<file path="config.mk">
export PLATFORM = sky130hd
export DESIGN_NAME = chunk_source_scheduler
export DESIGN_NICKNAME = d
export VERILOG_FILES = /design/src/rtl/chunk_sched_pkg.sv /design/src/rtl/rr_arbiter.sv /design/src/rtl/chunk_source_scheduler.sv
export SDC_FILE = /design/constraint.sdc
export NUM_CORES = 1
export LEC_CHECK = 0
export CAP_MARGIN = 20
export CORE_MARGIN = 3
export CORE_UTILIZATION = 45
export CTS_CLUSTER_DIAMETER = 60
export DETAILED_ROUTE_END_ITERATION = 7
export HOLD_SLACK_MARGIN = 0.06
export MAX_ROUTING_LAYER = met4
export PLACE_DENSITY = 0.77
export SLEW_MARGIN = 10
export SYNTH_ARGS = -nofsm -noshare
export SYNTH_HDL_FRONTEND = slang
export SYNTH_HIERARCHICAL = 1
export SYNTH_SLANG_ARGS = --single-unit
</file>
<file path="constraint.sdc">
create_clock -name clk -period 2.4 [get_ports clk]
set_input_delay 0.24 -clock clk [delete_from_list [all_inputs] [get_ports clk]]
set_output_delay 0.24 -clock clk [all_outputs]
set_load 0.01 [all_outputs]
</file>
<file path="src/rtl/chunk_sched_pkg.sv">
// Shared types and defaults for the chunk source scheduler.
package chunk_sched_pkg;

    localparam int unsigned CHUNK_BYTES_DEF  = 384;
    localparam int unsigned IDLE_TIMEOUT_DEF = 64;
    localparam logic [7:0]  PAD_BYTE_DEF     = 8'h00;

    typedef enum logic [1:0] {
        IDLE,
        XFER,
        PAD
    } sched_state_t;

    // Index following idx in a ring of n entries.
    function automatic int unsigned rr_next(input int unsigned idx, input int unsigned n);
        return (idx + 1 >= n) ? 0 : idx + 1;
    endfunction

endpackage

</file>
<file path="src/rtl/rr_arbiter.sv">
// Combinational round-robin pick: first requester at or after ptr, wrapping.
module rr_arbiter #(
    parameter int unsigned NUM_SRC = 4,
    localparam int unsigned IW = $clog2(NUM_SRC)
) (
    input  logic [NUM_SRC-1:0] req,
    input  logic [IW-1:0]      ptr,
    output logic [NUM_SRC-1:0] gnt_onehot,
    output logic [IW-1:0]      gnt_idx,
    output logic               gnt_valid
);

    logic [IW:0]   sum;
    logic [IW-1:0] cand;

    always_comb begin
        gnt_valid = 1'b0;
        gnt_idx   = '0;
        sum       = '0;
        cand      = '0;
        // Walk from the far end so the nearest requester to ptr is written last.
        for (int k = NUM_SRC - 1; k >= 0; k--) begin
            sum = {1'b0, ptr} + (IW + 1)'(k);
            if (sum >= (IW + 1)'(NUM_SRC)) begin
                sum = sum - (IW + 1)'(NUM_SRC);
            end
            cand = sum[IW-1:0];
            if (req[cand]) begin
                gnt_valid = 1'b1;
                gnt_idx   = cand;
            end
        end
        gnt_onehot = gnt_valid ? (NUM_SRC'(1) << gnt_idx) : '0;
    end

endmodule

</file>
<file path="src/rtl/chunk_source_scheduler.sv">
// Shares one byte-serial chunk assembler between NUM_SRC NAL byte sources,
// one whole chunk per grant, padding chunks cut short by src_last or a stall.
module chunk_source_scheduler
    import chunk_sched_pkg::*;
#(
    parameter int unsigned NUM_SRC      = 4,
    parameter int unsigned CHUNK_BYTES  = CHUNK_BYTES_DEF,
    parameter int unsigned IDLE_TIMEOUT = IDLE_TIMEOUT_DEF,
    parameter logic [7:0]  PAD_BYTE     = PAD_BYTE_DEF,
    localparam int unsigned IW = $clog2(NUM_SRC)
) (
    input  logic                 clk,
    input  logic                 reset,
    input  logic [NUM_SRC*8-1:0] src_data,
    input  logic [NUM_SRC-1:0]   src_valid,
    input  logic [NUM_SRC-1:0]   src_last,
    output logic [NUM_SRC-1:0]   src_ready,
    output logic [7:0]           out_data,
    output logic                 out_valid,
    output logic [IW-1:0]        out_src_id,
    output logic                 chunk_start,
    output logic                 chunk_done,
    output logic                 chunk_padded,
    output logic                 timeout_err,
    output logic                 busy
);

    localparam int unsigned CW = $clog2(CHUNK_BYTES);
    localparam int unsigned TW = $clog2(IDLE_TIMEOUT + 1);
    localparam logic [CW-1:0] LAST_CNT = CW'(CHUNK_BYTES - 1);
    localparam logic [TW-1:0] TMO_LAST = TW'(IDLE_TIMEOUT - 1);
    localparam logic [TW-1:0] TMO_SAT  = TW'(IDLE_TIMEOUT);

    sched_state_t        state;
    logic [IW-1:0]       grant;
    logic [NUM_SRC-1:0]  grant_oh;
    logic [IW-1:0]       rr_ptr;
    logic [CW-1:0]       byte_cnt;
    logic [TW-1:0]       idle_cnt;

    logic [NUM_SRC-1:0]  arb_onehot;
    logic [IW-1:0]       arb_idx;
    logic                arb_valid;

    logic [7:0]          sel_data;
    logic                sel_valid;
    logic                sel_last;

    rr_arbiter #(
        .NUM_SRC (NUM_SRC)
    ) u_arb (
        .req        (src_valid),
        .ptr        (rr_ptr),
        .gnt_onehot (arb_onehot),
        .gnt_idx    (arb_idx),
        .gnt_valid  (arb_valid)
    );

    assign sel_data  = src_data[{grant, 3'b000} +: 8];
    assign sel_valid = src_valid[grant];
    assign sel_last  = src_last[grant];

    // Ready depends only on state and the registered grant, never on valid.
    assign src_ready = (state == XFER) ? grant_oh : '0;
    assign busy      = (state != IDLE);

    always_ff @(posedge clk or posedge reset) begin
        if (reset) begin
            state        <= IDLE;
            grant        <= '0;
            grant_oh     <= '0;
            rr_ptr       <= '0;
            byte_cnt     <= '0;
            idle_cnt     <= '0;
            out_data     <= 8'h00;
            out_valid    <= 1'b0;
            out_src_id   <= '0;
            chunk_start  <= 1'b0;
            chunk_done   <= 1'b0;
            chunk_padded <= 1'b0;
            timeout_err  <= 1'b0;
        end else begin
            out_valid   <= 1'b0;
            chunk_start <= 1'b0;
            chunk_done  <= 1'b0;
            timeout_err <= 1'b0;
            case (state)
                IDLE: begin
                    chunk_padded <= 1'b0;
                    if (arb_valid) begin
                        grant      <= arb_idx;
                        grant_oh   <= arb_onehot;
                        out_src_id <= arb_idx;
                        rr_ptr     <= IW'(rr_next(32'(arb_idx), NUM_SRC));
                        idle_cnt   <= '0;
                        state      <= XFER;
                    end
                end
                XFER: begin
                    if (sel_valid) begin
                        // An accept always beats a coincident timeout.
                        out_data    <= sel_data;
                        out_valid   <= 1'b1;
                        chunk_start <= (byte_cnt == '0);
                        idle_cnt    <= '0;
                        if (byte_cnt == LAST_CNT) begin
                            chunk_done <= 1'b1;
                            byte_cnt   <= '0;
                            state      <= IDLE;
                        end else begin
                            byte_cnt <= byte_cnt + 1'b1;
                            if (sel_last) begin
                                state <= PAD;
                            end
                        end
                    end else if (idle_cnt == TMO_LAST) begin
                        idle_cnt    <= TMO_SAT;
                        timeout_err <= 1'b1;
                        state       <= PAD;
                    end else begin
                        idle_cnt <= idle_cnt + 1'b1;
                    end
                end
                PAD: begin
                    out_data     <= PAD_BYTE;
                    out_valid    <= 1'b1;
                    chunk_padded <= 1'b1;
                    chunk_start  <= (byte_cnt == '0);
                    idle_cnt     <= '0;
                    if (byte_cnt == LAST_CNT) begin
                        chunk_done <= 1'b1;
                        byte_cnt   <= '0;
                        state      <= IDLE;
                    end else begin
                        byte_cnt <= byte_cnt + 1'b1;
                    end
                end
                default: state <= IDLE;
            endcase
        end
    end

endmodule

</file>
==> run_results.csv <==
group,metric,value,unit
clock_tree,root_buffer,"clkbuf_8",
floorplan,start_util,0.471,
final_layout,fill_cells,386,
clock_tree,cts_tree,"done",
route,ant_nets,0,
synthesis,synthMuxAreaShare,0.159,
synthesis,synth_cells,207,
worst_setup_path,worstPathArrival,1.90,ns
final_layout,syn_to_final_growth,39.6,%
floorplan,io_pins,62,
synthesis,avgSynthCellArea,10.9,µm²
route,drcViolationCount,0,
global_route,grt_use_total,0.188,
clock_tree,cts.repair.resized,0,
synthesis,synthSimpleGateAreaFrac,0.168,
clock_tree,clockBufferDepth,2,
clock_tree,clk_latency,0.29,ns
timing,slew_violations,0,
worst_setup_path,critPathRequiredTime,2.16,ns
floorplan,rows,25,
timing,hold_viol,0,
timing,period_share,0.891,
worst_setup_path,crit_type,"register to output pin",
timing,setup_tns,0,ns
route,wl_per_cell,13.8,µm
final_layout,drive_gt1_frac,0.167,
synthesis,ys_seq_area_frac,0.433,
clock_tree,clock_sinks,39,
clock_tree,cts_hold_buf,0,
pwr,ir_drop,498,µV
global_route,overflow,0,
placement,gp_congestion,0.796,
floorplan,die-area,5900,µm²
timing,period_minus_slack,2.14,ns
worst_setup_path,timing.rr.start,"byte_cnt[0]$_DFFE_PP0P_",
synthesis,ys.flop_type,"dfrtp_1",
synthesis,synth_compound_area_frac,0.149,
synthesis,synth_area,2250,µm²
timing,rsz0062_at_grt,"false",
placement,place_hpwl,3.70,mm
timing,whs,0.361,ns
worst_setup_path,crit_path_end_kind,"output pin",
worst_setup_path,rrSetupSlack,0.32,ns
worst_setup_path,start_kind,"register",
synthesis,syn_nets,257,
synthesis,ys_async_sr_fraction,1.00,
pwr,p_per_area,1040,nW/µm²
synthesis,yosysWarnings,6,
clock_tree,ctsHtreeMaxLevel,2,
clock_tree,cts_setup_buffers,0,
timing,setup_violations,0,
flow_run,maxCapViolCount,0,
global_route,antenna_found_initial,0,
worst_setup_path,r2r_cells,5,
route,vias,1844,
synthesis,synth_xor_area_frac,0.0117,
clock_tree,clkTransAtPathRegs,0.08,ns
worst_setup_path,r2r-end,"state[0]$_DFFE_PP0P_",
floorplan,die_h,76.8,µm
timing,maxSlewHeadroom,0.679,
global_route,grt_pass1_wl,8.51,mm
synthesis,synth_cell_types,45,
final_layout,diodes,0,
synthesis,synth_edf_count,0,
timing,tightest_slew,0.482,ns
placement,io_buffers,61,
placement,dpl-instance-area,3010,µm²
timing,finClkSkew,0.00401,ns
synthesis,ys_ff_latch,39,
final_layout,design_area,3150,µm²
route,drt_iter0_drc,106,
synthesis,synth_adder_area_share,0.0444,
run_status,run_status,"complete, no violations",
floorplan,fp.dieW,76.8,µm
final_layout,post-route-util,0.658,
pwr,p_leak,0.00138,µW
route,drt_pass1_iterations,4,
route,finalWirelength,4.82,mm
timing,timing.fmax,0.468,GHz
global_route,grt_pass1_vias,1902,
synthesis,synth_top_family_by_area,"simple AND/OR/NAND/NOR gates",
global_route,grt_start_max_net_pins,40,
min_path,hp-class,"primary input to asynchronous set/reset pin",
route,viasPerCell,5.28,
floorplan,core_area,4790,µm²
worst_setup_path,critPathMaxFanout,9,
final_layout,layout.nets,331,
clock_tree,cts_buffers,5,
## cells in the mapped netlist (all sizes together) (2+ instances only)
cell	n	area, µm²
mux2i	4	43.8
nand3	3	15.0
a21o	6	45.0
ha	8	100
clkbuf	4	15.0
inv	9	33.8
nor2b	4	25.0
o21ai	10	50.1
nor4b	2	17.5
or4	3	26.3
mux4	10	225
o31ai	3	22.5
nor4	3	25.0
o22a	2	17.5
nor2	16	62.6
a21oi	8	40.0
mux2	8	90.1
or2	2	12.5
dfrtp	39	976
nand2b	3	18.8
and3	2	12.5
and2	5	31.3
a22o	8	70.1
nor3	7	35.0
xnor2	2	17.5
buf	4	28.8
nand2	21	78.8
## cells by family (layout without fill, tap and decap cells)
logic type | after synthesis | count (layout)
xor gates and xnor gates | 3 | 3
DFF | 39 | 39
buffers and inverters | 17 | 92
muxes | 22 | 22
and+or+nand+nor | 73 | 73
adders and majority gates | 8 | 8
AOI/OAI and AO/OA | 45 | 45
## sequential cells by signal (all words and copies together), names as in the netlist
| name | cells |
|---|---|
| byte_cnt | 9 |
| chunk_done | 1 |
| chunk_padded | 1 |
| chunk_start | 1 |
| grant | 2 |
| grant_oh | 4 |
| idle_cnt | 7 |
| out_data | 8 |
| out_valid | 1 |
| rr_ptr | 2 |
| state | 2 |
| timeout_err | 1 |
## report_power, final
group | switching, µW | internal, µW | total, µW | leakage (µW)
clock network | 235 | 414 | 649 | 0.0000644
registers | 156 | 844 | 1000 | 0.000509
logic | 742 | 896 | 1640 | 0.000808
## through the flow
step | total power [µW] | instances | worst slack (ns)
after floorplan | 2070 | 207 | 0.382
after global placement | 2640 | 341 | 0.182
after detailed placement | 2660 | 341 | 0.165
after CTS | 3330 | 349 | 0.247
after global routing | 3540 | 349 | 0.125
final | 3290 | 349 | 0.262
## worst max-delay path, stage by stage, from the launching register on
cell and delay, ns:
dfrtp_1 0.41, inv_1 0.11, ha_1 0.36, and2_1 0.19
clkdlybuf4s50_1 0.53
## how the worst max path moves through the flow
stage / from / to / cells after the start
after floorplan: grant[0]$_DFFE_PP0P_ / state[0]$_DFFE_PP0P_ / 5
after global routing: state[1]$_DFFE_PP0P_ / src_ready[3] / 4
after detailed placement: src_valid[1] / state[0]$_DFFE_PP0P_ / 6
after CTS: state[1]$_DFFE_PP0P_ / src_ready[0] / 4
final: state[1]$_DFFE_PP0P_ / src_ready[0] / 4
after global placement: src_valid[1] / state[0]$_DFFE_PP0P_ / 6
## final cells by class
class	instances	area (µm²)	share of cell area
flip-flops and latches	39	976	0.310
multi-input cells	151	1200	0.382
clock buffers	5	68.8	0.0219
well taps	67	83.8	0.0266
clock inverters	3	67.6	0.0215
inverters	9	33.8	0.0107
repair buffers	75	716	0.227
## layer usage
metal	wire length, µm	up-vias	global-route usage	share of wire
li1	-	905	-	-
met1	2180	852	0.232	0.45
met2	2150	75	0.276	0.45
met3	362	12	0.0646	0.075
met4	131	0	0.0888	0.027
met5	0	-	-	0
## layout by cell type, fill, tap and decap left out, drive strengths merged, types with 2 or more instances in the layout
cell type / n
clkdlybuf4s50: 61
dfrtp: 39
nand2: 21
nor2: 16
buf: 14
mux4: 10
o21ai: 10
inv: 9
a22o: 8
a21oi: 8
ha: 8
mux2: 8
nor3: 7
a21o: 6
and2: 5
clkbuf: 5
nor2b: 4
mux2i: 4
nand3: 3
o31ai: 3
nand2b: 3
nor4: 3
or4: 3
or2: 2
xnor2: 2
nor4b: 2
and3: 2
o22a: 2
bufinv: 2
Power figures use the tool's default switching activity.
